## config.mk

```make
export PLATFORM = sky130hd
export DESIGN_NAME = dds_sweep_ctrl_flat
export DESIGN_NICKNAME = d
export VERILOG_FILES = /design/src/rtl/dds_sweep_ctrl_pkg.sv /design/src/rtl/dds_sweep_ctrl_if.sv /design/src/rtl/dds_sweep_ctrl_dwell_timer.sv /design/src/rtl/dds_sweep_ctrl.sv /design/src/flat_wrapper.sv
export SDC_FILE = /design/constraint.sdc
export NUM_CORES = 1
export LEC_CHECK = 0
export CORE_AREA = 2 2 228 230
export CTS_CLUSTER_DIAMETER = 150
export CTS_CLUSTER_SIZE = 30
export DETAILED_ROUTE_END_ITERATION = 12
export DIE_AREA = 0 0 230 232
export GPL_TIMING_DRIVEN = 0
export PLACE_DENSITY_LB_ADDON = 0.2
export SLEW_MARGIN = 40
export SYNTH_ARGS = -nofsm -noshare
export SYNTH_HDL_FRONTEND = slang
export SYNTH_HIERARCHICAL = 1
export SYNTH_SLANG_ARGS = --single-unit
```

## constraint.sdc

```tcl
create_clock -name sys_clk_50M -period 15.8 [get_ports sys_clk_50M]
set_input_delay 2.37 -clock sys_clk_50M [delete_from_list [all_inputs] [get_ports sys_clk_50M]]
set_output_delay 2.37 -clock sys_clk_50M [all_outputs]
set_load 0.05 [all_outputs]
```

## src/rtl/dds_sweep_ctrl_pkg.sv

```systemverilog
// Shared constants and types for the DDS frequency-sweep scheduler.
package dds_sweep_ctrl_pkg;

    localparam int P_FREQ_W       = 26;
    localparam int P_DWELL_W      = 24;
    localparam int P_FREQ_DEFAULT = 1000;

    // 2'b11 is decoded as single-up, same as MODE_SINGLE
    localparam logic [1:0] MODE_SINGLE = 2'b00;
    localparam logic [1:0] MODE_SAW    = 2'b01;
    localparam logic [1:0] MODE_TRI    = 2'b10;

    typedef enum logic [1:0] {
        ST_IDLE = 2'd0,
        ST_UP   = 2'd1,
        ST_DOWN = 2'd2
    } state_t;

endpackage

```

## src/rtl/dds_sweep_ctrl_if.sv

```systemverilog
// Config/control/status bundle between the command decoder and the sweep scheduler.
interface dds_sweep_ctrl_if
    import dds_sweep_ctrl_pkg::*;
#(
    parameter int FREQ_W  = P_FREQ_W,
    parameter int DWELL_W = P_DWELL_W
);
    logic               cfg_load;
    logic [FREQ_W-1:0]  cfg_start_freq;
    logic [FREQ_W-1:0]  cfg_stop_freq;
    logic [FREQ_W-1:0]  cfg_step;
    logic [DWELL_W-1:0] cfg_dwell;
    logic [1:0]         cfg_mode;
    logic               start;
    logic               abort;
    logic [FREQ_W-1:0]  freq_ctrl;
    logic               freq_valid;
    logic               busy;
    logic               done;
    logic               cfg_err;

    modport master (
        output cfg_load, cfg_start_freq, cfg_stop_freq, cfg_step, cfg_dwell, cfg_mode,
               start, abort,
        input  freq_ctrl, freq_valid, busy, done, cfg_err
    );

    modport slave (
        input  cfg_load, cfg_start_freq, cfg_stop_freq, cfg_step, cfg_dwell, cfg_mode,
               start, abort,
        output freq_ctrl, freq_valid, busy, done, cfg_err
    );

endinterface

```

## src/rtl/dds_sweep_ctrl_dwell_timer.sv

```systemverilog
// Per-point dwell down-counter; expire fires on the last cycle of the point.
module dds_dwell_timer
    import dds_sweep_ctrl_pkg::*;
#(
    parameter int DWELL_W = P_DWELL_W
) (
    input  logic               sys_clk_50M,
    input  logic               rst_n,
    input  logic               i_load,
    input  logic               i_en,
    input  logic [DWELL_W-1:0] i_val,
    output logic               o_expire
);

    logic [DWELL_W-1:0] r_cnt;

    // A dwell of zero would never expire, so it is held for one cycle instead
    always_ff @(posedge sys_clk_50M or negedge rst_n) begin
        if (!rst_n) begin
            r_cnt <= '0;
        end else if (i_load) begin
            r_cnt <= (i_val == '0) ? DWELL_W'(1) : i_val;
        end else if (i_en && (r_cnt != '0)) begin
            r_cnt <= r_cnt - DWELL_W'(1);
        end
    end

    assign o_expire = i_en && (r_cnt == DWELL_W'(1));

endmodule

```

## src/rtl/dds_sweep_ctrl.sv

```systemverilog
// Sweep scheduler: shadow/working config, IDLE/UP/DOWN FSM and saturating next-point math.
module dds_sweep_ctrl
    import dds_sweep_ctrl_pkg::*;
#(
    parameter int FREQ_W       = P_FREQ_W,
    parameter int DWELL_W      = P_DWELL_W,
    parameter int FREQ_DEFAULT = P_FREQ_DEFAULT
) (
    input logic             sys_clk_50M,
    input logic             rst_n,
    dds_sweep_ctrl_if.slave bus
);

    state_t             r_state, w_state_nxt;
    logic [FREQ_W-1:0]  r_freq, w_freq_nxt;
    logic               r_valid, r_done, r_err;
    logic               w_issue, w_done_nxt, w_err_nxt, w_accept;
    logic               w_busy, w_expire, w_tmr_load, w_tmr_en;
    logic [DWELL_W-1:0] w_tmr_val;
    logic [FREQ_W-1:0]  w_up, w_dn;
    logic               w_sh_bad;

    logic [FREQ_W-1:0]  r_sh_start, r_sh_stop, r_sh_step;
    logic [DWELL_W-1:0] r_sh_dwell;
    logic [1:0]         r_sh_mode;
    logic [FREQ_W-1:0]  r_wk_start, r_wk_stop, r_wk_step;
    logic [DWELL_W-1:0] r_wk_dwell;
    logic [1:0]         r_wk_mode;

    // One extra bit on both sides so the sweep clamps instead of wrapping at 2^FREQ_W
    function automatic logic [FREQ_W-1:0] sat_add(input logic [FREQ_W-1:0] a, b, lim);
        logic [FREQ_W:0] s;
        s = {1'b0, a} + {1'b0, b};
        return (s > {1'b0, lim}) ? lim : s[FREQ_W-1:0];
    endfunction

    function automatic logic [FREQ_W-1:0] sat_sub(input logic [FREQ_W-1:0] a, b, lim);
        logic [FREQ_W:0] d;
        d = {1'b0, a} - {1'b0, b};
        return (d[FREQ_W] || (d[FREQ_W-1:0] < lim)) ? lim : d[FREQ_W-1:0];
    endfunction

    assign w_up     = sat_add(r_freq, r_wk_step, r_wk_stop);
    assign w_dn     = sat_sub(r_freq, r_wk_step, r_wk_start);
    assign w_sh_bad = (r_sh_step == '0) || (r_sh_start > r_sh_stop);

    always_ff @(posedge sys_clk_50M or negedge rst_n) begin
        if (!rst_n) r_state <= ST_IDLE;
        else        r_state <= w_state_nxt;
    end

    always_comb begin
        w_state_nxt = r_state;
        w_freq_nxt  = r_freq;
        w_issue     = 1'b0;
        w_done_nxt  = 1'b0;
        w_err_nxt   = 1'b0;
        w_accept    = 1'b0;
        if (bus.abort) begin
            w_state_nxt = ST_IDLE;
        end else begin
            case (r_state)
                ST_IDLE: begin
                    if (bus.start) begin
                        if (w_sh_bad) begin
                            w_err_nxt = 1'b1;
                        end else begin
                            w_accept    = 1'b1;
                            w_issue     = 1'b1;
                            w_state_nxt = ST_UP;
                            w_freq_nxt  = r_sh_start;
                        end
                    end
                end
                ST_UP: begin
                    if (w_expire) begin
                        if (r_freq == r_wk_stop) begin
                            case (r_wk_mode)
                                MODE_SAW: begin
                                    w_issue    = 1'b1;
                                    w_freq_nxt = r_wk_start;
                                end
                                MODE_TRI: begin
                                    w_issue     = 1'b1;
                                    w_state_nxt = ST_DOWN;
                                    w_freq_nxt  = w_dn;
                                end
                                default: begin
                                    w_state_nxt = ST_IDLE;
                                    w_done_nxt  = 1'b1;
                                end
                            endcase
                        end else begin
                            w_issue    = 1'b1;
                            w_freq_nxt = w_up;
                        end
                    end
                end
                ST_DOWN: begin
                    if (w_expire) begin
                        w_issue = 1'b1;
                        if (r_freq == r_wk_start) begin
                            w_state_nxt = ST_UP;
                            w_freq_nxt  = w_up;
                        end else begin
                            w_freq_nxt  = w_dn;
                        end
                    end
                end
                default: w_state_nxt = ST_IDLE;
            endcase
        end
    end

    always_comb begin
        w_busy     = (r_state != ST_IDLE);
        w_tmr_en   = w_busy;
        w_tmr_load = w_issue;
        w_tmr_val  = w_accept ? r_sh_dwell : r_wk_dwell;
    end

    // Working copy is taken from the pre-load shadow, so a same-cycle cfg_load only affects later starts
    always_ff @(posedge sys_clk_50M or negedge rst_n) begin
        if (!rst_n) begin
            r_freq     <= FREQ_W'(FREQ_DEFAULT);
            r_valid    <= 1'b0;
            r_done     <= 1'b0;
            r_err      <= 1'b0;
            r_sh_start <= FREQ_W'(FREQ_DEFAULT);
            r_sh_stop  <= FREQ_W'(FREQ_DEFAULT);
            r_sh_step  <= FREQ_W'(1);
            r_sh_dwell <= DWELL_W'(1);
            r_sh_mode  <= MODE_SINGLE;
            r_wk_start <= FREQ_W'(FREQ_DEFAULT);
            r_wk_stop  <= FREQ_W'(FREQ_DEFAULT);
            r_wk_step  <= FREQ_W'(1);
            r_wk_dwell <= DWELL_W'(1);
            r_wk_mode  <= MODE_SINGLE;
        end else begin
            r_freq  <= w_freq_nxt;
            r_valid <= w_issue;
            r_done  <= w_done_nxt;
            r_err   <= w_err_nxt;
            if (bus.cfg_load) begin
                r_sh_start <= bus.cfg_start_freq;
                r_sh_stop  <= bus.cfg_stop_freq;
                r_sh_step  <= bus.cfg_step;
                r_sh_dwell <= bus.cfg_dwell;
                r_sh_mode  <= bus.cfg_mode;
            end
            if (w_accept) begin
                r_wk_start <= r_sh_start;
                r_wk_stop  <= r_sh_stop;
                r_wk_step  <= r_sh_step;
                r_wk_dwell <= r_sh_dwell;
                r_wk_mode  <= r_sh_mode;
            end
        end
    end

    dds_dwell_timer #(.DWELL_W(DWELL_W)) u_dwell (
        .sys_clk_50M (sys_clk_50M),
        .rst_n       (rst_n),
        .i_load      (w_tmr_load),
        .i_en        (w_tmr_en),
        .i_val       (w_tmr_val),
        .o_expire    (w_expire)
    );

    assign bus.freq_ctrl  = r_freq;
    assign bus.freq_valid = r_valid;
    assign bus.busy       = w_busy;
    assign bus.done       = r_done;
    assign bus.cfg_err    = r_err;

endmodule

```

## src/flat_wrapper.sv

```systemverilog
// flat-port wrapper written by rule: the top's interface ports become plain ports
module dds_sweep_ctrl_flat import dds_sweep_ctrl_pkg::*;
#(
    parameter int FREQ_W       = P_FREQ_W,
    parameter int DWELL_W      = P_DWELL_W,
    parameter int FREQ_DEFAULT = P_FREQ_DEFAULT
)
  (sys_clk_50M, rst_n, bus_cfg_load, bus_cfg_start_freq, bus_cfg_stop_freq, bus_cfg_step, bus_cfg_dwell, bus_cfg_mode, bus_start, bus_abort, bus_freq_ctrl, bus_freq_valid, bus_busy, bus_done, bus_cfg_err);
  dds_sweep_ctrl_if #(.FREQ_W(FREQ_W), .DWELL_W(DWELL_W)) bus_i ();
  input logic sys_clk_50M;
  input logic rst_n;
  input wire logic [$bits(bus_i.cfg_load)-1:0] bus_cfg_load;
  input wire logic [$bits(bus_i.cfg_start_freq)-1:0] bus_cfg_start_freq;
  input wire logic [$bits(bus_i.cfg_stop_freq)-1:0] bus_cfg_stop_freq;
  input wire logic [$bits(bus_i.cfg_step)-1:0] bus_cfg_step;
  input wire logic [$bits(bus_i.cfg_dwell)-1:0] bus_cfg_dwell;
  input wire logic [$bits(bus_i.cfg_mode)-1:0] bus_cfg_mode;
  input wire logic [$bits(bus_i.start)-1:0] bus_start;
  input wire logic [$bits(bus_i.abort)-1:0] bus_abort;
  output wire logic [$bits(bus_i.freq_ctrl)-1:0] bus_freq_ctrl;
  output wire logic [$bits(bus_i.freq_valid)-1:0] bus_freq_valid;
  output wire logic [$bits(bus_i.busy)-1:0] bus_busy;
  output wire logic [$bits(bus_i.done)-1:0] bus_done;
  output wire logic [$bits(bus_i.cfg_err)-1:0] bus_cfg_err;
  assign bus_i.cfg_load = bus_cfg_load;
  assign bus_i.cfg_start_freq = bus_cfg_start_freq;
  assign bus_i.cfg_stop_freq = bus_cfg_stop_freq;
  assign bus_i.cfg_step = bus_cfg_step;
  assign bus_i.cfg_dwell = bus_cfg_dwell;
  assign bus_i.cfg_mode = bus_cfg_mode;
  assign bus_i.start = bus_start;
  assign bus_i.abort = bus_abort;
  assign bus_freq_ctrl = bus_i.freq_ctrl;
  assign bus_freq_valid = bus_i.freq_valid;
  assign bus_busy = bus_i.busy;
  assign bus_done = bus_i.done;
  assign bus_cfg_err = bus_i.cfg_err;
  dds_sweep_ctrl #(.FREQ_W(FREQ_W), .DWELL_W(DWELL_W), .FREQ_DEFAULT(FREQ_DEFAULT)) u_core (.sys_clk_50M(sys_clk_50M), .rst_n(rst_n), .bus(bus_i));
endmodule
```

Word-level counts from Yosys, hierarchy flattened
Index checks and enable logic that the tools add are counted.

cells by class
  add/sub/neg operators = 3
  magnitude comparators = 3
  equality and inequality tests = 19
  mux-type cells = 42
  bitwise gates (word level) = 1
  reduce and logical (&&, ||, !) cells = 14

operators with widths
  operator                                                number
  2-to-1 mux 26 bit                                       8
  2-to-1 mux 24 bit                                       4
  one-hot mux 26 bit (3 select lines)                     1
  equality test 26 bit                                    2
  one-hot mux 26 bit (2 select lines)                     1
  adder 26 x 26 -> 27 bit                                 1
  greater-than comparator 27 x 26 -> 1 bit                1
  subtractor 26 x 26 -> 27 bit                            1
  greater-than comparator 26 bit                          1
  logical NOT 26 bit                                      1
  < comparator 26 bit                                     1
  equality test 24 x 1 -> 1 bit (second input constant)   1
  logical NOT 24 bit                                      1
  nonzero test 24 bit                                     1
  subtractor 24 x 1 -> 24 bit (second input constant)     1
  2-to-1 mux 1 bit                                        18
  inequality test 3 bit (second input constant)           5
  2-to-1 mux 2 bit                                        7
  AND reduction 7 bit                                     2
  inequality test 2 bit (second input constant)           4
  inequality test 3 x 2 -> 1 bit (second input constant)  2
  one-hot mux 2 bit (3 select lines)                      1
  equality test 2 x 1 -> 1 bit (second input constant)    2
  equality test 2 bit (second input constant)             2
  other kinds (10)                                        13

word-level totals
  flip-flop bits (word level) = 263

Depth between registers and ports, before layout
  depth in word-level cells = 10
  gate-level depth with buffers = 24
  gate-level depth less buffers = 23

Modules after synthesis
Netlist, hierarchy kept.

modules (own cells, without submodules)
  module           times used  cells each  area an instance (µm²)
  dds_sweep_ctrl   1           1571        15571.2
  dds_dwell_timer  1           187         1619.1

Worst setup path before layout
OpenSTA, ideal clock, no wires.

  kind = flip-flop to flip-flop
  from = register u_core.r_freq[14], in the netlist u_core/bus.freq_ctrl[14]
  to = register u_core.r_freq[14], in the netlist u_core/bus.freq_ctrl[14]
  library setup time = 142 ps
  arrival = 5195 ps
  slack = 10463 ps
  stages on the path, launching flop included = 22
  buffers on the path = 2
  period minus slack after synthesis = 5337 ps
  path through = dfrtp_1 ha_1 clkbuf_1 nor4_1 a21boi_0 a211oi_2 o41ai_4 a21oi_1 o21bai_1 xnor2_1 ha_1 a21o_1 a21o_1 a211o_1 a211oi_1 a21oi_1 a211oi_4 buf_6 mux2i_1 nor2_1 a2111oi_0 a211oi_1

between the ends
  cells in the longest elaborated chain, start to end = 8
  elaborated cells on any way between the ends = 17

ends and longest elaborated chain
  item                                 line                   source
  start: declaration                   dds_sweep_ctrl.sv:15   logic [FREQ_W-1:0] r_freq, w_freq_nxt;
  start signal: assignment             dds_sweep_ctrl.sv:125  r_freq <= FREQ_W'(FREQ_DEFAULT);
  start signal: assignment             dds_sweep_ctrl.sv:140  r_freq <= w_freq_nxt;
  subtractor 26 x 26 -> 27 bit         dds_sweep_ctrl.sv:39   d = {1'b0, a} - {1'b0, b};
  < comparator 26 bit                  dds_sweep_ctrl.sv:40   return (d[FREQ_W] || (d[FREQ_W-1:0] < lim)) ? lim : d[FREQ_W-1:0];
  logical OR 1 bit                     dds_sweep_ctrl.sv:40
  2-to-1 mux 26 bit                    dds_sweep_ctrl.sv:40
  one-hot mux 26 bit (2 select lines)  dds_sweep_ctrl.sv:78   case (r_wk_mode)
  2-to-1 mux 26 bit                    dds_sweep_ctrl.sv:77   if (r_freq == r_wk_stop) begin
  2-to-1 mux 26 bit                    dds_sweep_ctrl.sv:76   if (w_expire) begin
  one-hot mux 26 bit (3 select lines)  dds_sweep_ctrl.sv:62   case (r_state)

Several ways; a longest one is shown, not always the timed one. The select of a mux whose other input is x is not followed.
A chain may end at the register's enable or synchronous reset.

Worst setup path in the final report
  from = register u_core.r_freq[0], in the netlist u_core/bus.freq_ctrl[0]
  to = register u_core.r_freq[22], in the netlist u_core/bus.freq_ctrl[22]

Same word-level chain as after synthesis.

==> reports/results.txt <==
Crit path DAT: 7.63 ns
Layout Skew: 0.0259 ns
Full die area: 0.0534 sq mm
Clock latency on the worst-skew pair: 0.53 ns
DRT iter0 DRCs: 961
Clock tree from TritonCTS: yes
CP max-delay cell: a2111oi_0
Yosys top cell by area: dfrtp_1
Buf/Inv on CP: 3
# setup viols final: 0
Worst Min Path Start: u_core/r_sh_dwell[2]
Post-cts repair resize count: 0
Final #Nets: 2161
Synth top area share: 0.333
Syn Inst Count: 1758
Outcome: finished clean
Most used DFF post-synth: dfrtp_1
CTS Buf Count: 12
Netlist cell types: 82
All-layer global routing usage: 0.206
Maxcap violations: 0
Share of cells above drive strength 1: 0.146
Setup_tns: 0 ns
Crit path depth: 24
Mapped cell area: 0.0172 sq mm
Hold path depth: 1
DR WL/cell: 21.4 um
Yosys reg bits: 263
First-pass GRT wire length: 84400 um
Final Max Slew Viols: 0
Startpoint types: flip-flop
Syn avg cell area: 9.78 sq um
Syn_nets: 2007
Die X: 230 um
Core area: 0.0509 sq mm
GR Overflow Total: 0
Sequential share of the synthesized area: 0.385
EDFF count, synth: 0
Yosys warnings: 6
FMAX: 0.138 GHz
Main area contributors after synthesis: dfrtp_1 33%, mux2_2 11%, ha_1 10%
Hold Fails Final Rpt: 0
Async SR Flop Fraction: 1.00
Htree depth: 1
Hold Path Class: flip-flop to flip-flop
Vias: 13600
R2R cell count: 24
PortBufs: 137
Worst path max stage delay: 0.77 ns
CTS clock-pin slew for the worst setup and hold paths: 0.12 ns
Area delta synth->final: 15.7%
Setup Buffers After CTS: 0
Crit Path Class: flip-flop to flip-flop
Clk buf depth: 3
Cell Chain, Critical Path: inv_1, ha_1, inv_1, fa_1, a211oi_1, nor3_1, nor4_1, o21ai_0, o31ai_1, o21a_1, o21ai_0, xor2_1, ha_1, nand2_1, nor2_1, a211oi_1, o21ai_0, a211oi_1, nor3_2, nand2_2, buf_4, mux2_2, a2111oi_0, a211oi_1
Largest net degree at the start of global routing: 76
Hold EP: u_core/r_sh_dwell[2]
Largest fanout on the critical path: 10
Setup crit end kind: flip-flop
Worst Tran Pin Value: 0.876 ns
RSZ-0062 raised after global routing: no
Final HPWL DP: 44700 um
Antenna Nets Post-Route: 0
Row cnt: 83
DRT Wirelength: 55400 um
Reg2reg start: u_core/bus.freq_ctrl[0]
Antenna violations before repair: 0
Via density: 5.25
CP delay by family, top: compound AO/OA/AOI/OAI gates
Gpl congestion: 0.973
Vias in the first global route: 13800
DRC: 0
Ports: 139
Worst r2r dst: u_core/bus.freq_ctrl[22]
Hold_buf cts: 0
CTS root buf: clkbuf_16
Slew HR: 0.401
Fin crit period: 7.25 ns
WP data required: 16.18 ns
Fin crit share: 0.459
CTS sink cnt: 263
Antenna Diode Count: 0
Critical path's most frequent cell: a211oi_1
FF-to-FF setup slack: 8.55 ns
Die Y: 232 um
Drt first pass iters: 5
Initial Util: 0.338
stage by stage:
stage          hold WS, ns   util  setup WS (ns)  area (sq um)  std cells
2_1_floorplan        0.477      -          10.46         17200       1758
5_1_grt              0.537  0.391           8.33         19900       2596
6_report             0.517  0.391           8.55         19900       2596
3_5_place_dp         0.492  0.383           8.90         19500       2578
3_3_place_gp         0.486  0.381          0.816         19400       2575
4_1_cts              0.520  0.391           8.82         19900       2596
per-layer routing:
metal / share of wire / vias to the layer above / global-route usage
li1: - / 6521 / -
met4: 0.020 / 0 / 0.0448
met2: 0.49 / 272 / 0.363
met5: 0 / - / 0
met3: 0.034 / 47 / 0.0196
met1: 0.46 / 6799 / 0.275
registers in the layout, summed over array words and instances (netlist names), 24 cells and up:
name and flops:
u_core/bus.freq_ctrl 26, u_core/r_sh_start 26, u_core/r_sh_step 26, u_core/r_sh_stop 26, u_core/r_wk_start 26, u_core/r_wk_step 26, u_core/r_wk_stop 26, u_core/r_sh_dwell 24
u_core/r_wk_dwell 24, u_core/u_dwell/r_cnt 24
logic make-up after synthesis:
kind of cell / Yosys count / synth area share
simple gates: 429 / 0.118
xor+xnor: 113 / 0.0576
buf+inv: 223 / 0.0512
fa+ha+maj: 140 / 0.103
compound gates: 376 / 0.148
flops: 263 / 0.385
mux: 214 / 0.137
synthesized netlist by cell type (32+ instances only):
cell type  instances
nand4_1           32
a21oi_1           80
inv_1            142
dfrtp_1          229
nor2_1           162
dfstp_2           34
ha_1             138
mux2_2           172
nand2_1          107
clkbuf_1          56
o21ai_0          104
xnor2_1           78
a211oi_1          32
xor2_1            35
mux2i_1           42
cell type report:
type	count	area [sq um]
clock inverter	2	35.0
timing repair buffer	140	1460
fill	5183	31000
sequential	263	6620
clock buffer	16	337
inverter	145	547
tap	680	851
multi-input combinational	1272	9700
buffer	78	340
how the worst max path moves through the flow:
| stage | from | slack (ns) | end |
|---|---|---|---|
| global route | u_core/bus.freq_ctrl[0] | 8.33 | u_core/bus.freq_ctrl[22] |
| finish | u_core/bus.freq_ctrl[0] | 8.55 | u_core/bus.freq_ctrl[22] |
| CTS | u_core/bus.freq_ctrl[0] | 8.82 | u_core/bus.freq_ctrl[14] |
| floorplan | u_core/bus.freq_ctrl[14] | 10.46 | u_core/bus.freq_ctrl[14] |
| detailed placement | u_core/bus.freq_ctrl[0] | 8.90 | u_core/bus.freq_ctrl[22] |
| global placement | rst_n | 0.82 | u_core/r_sh_step[5] |
cells in the final DEF (no fill, tap or decap), drive strengths merged, types with 20 or more instances in the layout:
| cell type | netlist | final |
|---|---|---|
| a2111oi | 20 | 20 |
| buf | 22 | 26 |
| ha | 138 | 138 |
| nor3 | 21 | 21 |
| mux2i | 42 | 42 |
| clkbuf | 56 | 72 |
| xnor2 | 78 | 78 |
| nand4 | 32 | 32 |
| o21ai | 106 | 106 |
| nor2 | 162 | 162 |
| dfrtp | 229 | 229 |
| mux2 | 172 | 172 |
| inv | 143 | 143 |
| xor2 | 35 | 35 |
| nor4 | 31 | 31 |
| a211oi | 36 | 36 |
| a21oi | 81 | 81 |
| nand2 | 108 | 108 |
| dfstp | 34 | 34 |
| clkdlybuf4s50 | 0 | 136 |
worst register-to-register path: cells and delay by family (launching register included):
| kind | cells | cell delay, ns |
|---|---|---|
| compound gates | 10 | 3.13 |
| xor+xnor | 1 | 0.38 |
| fa+ha+maj | 3 | 0.95 |
| buf+inv | 3 | 0.46 |
| flops | 1 | 0.53 |
| mux | 1 | 0.36 |
| simple gates | 6 | 1.29 |
Power is not shown: default switching activity piles up to over one toggle a cycle in this logic, so the estimate is an artifact.
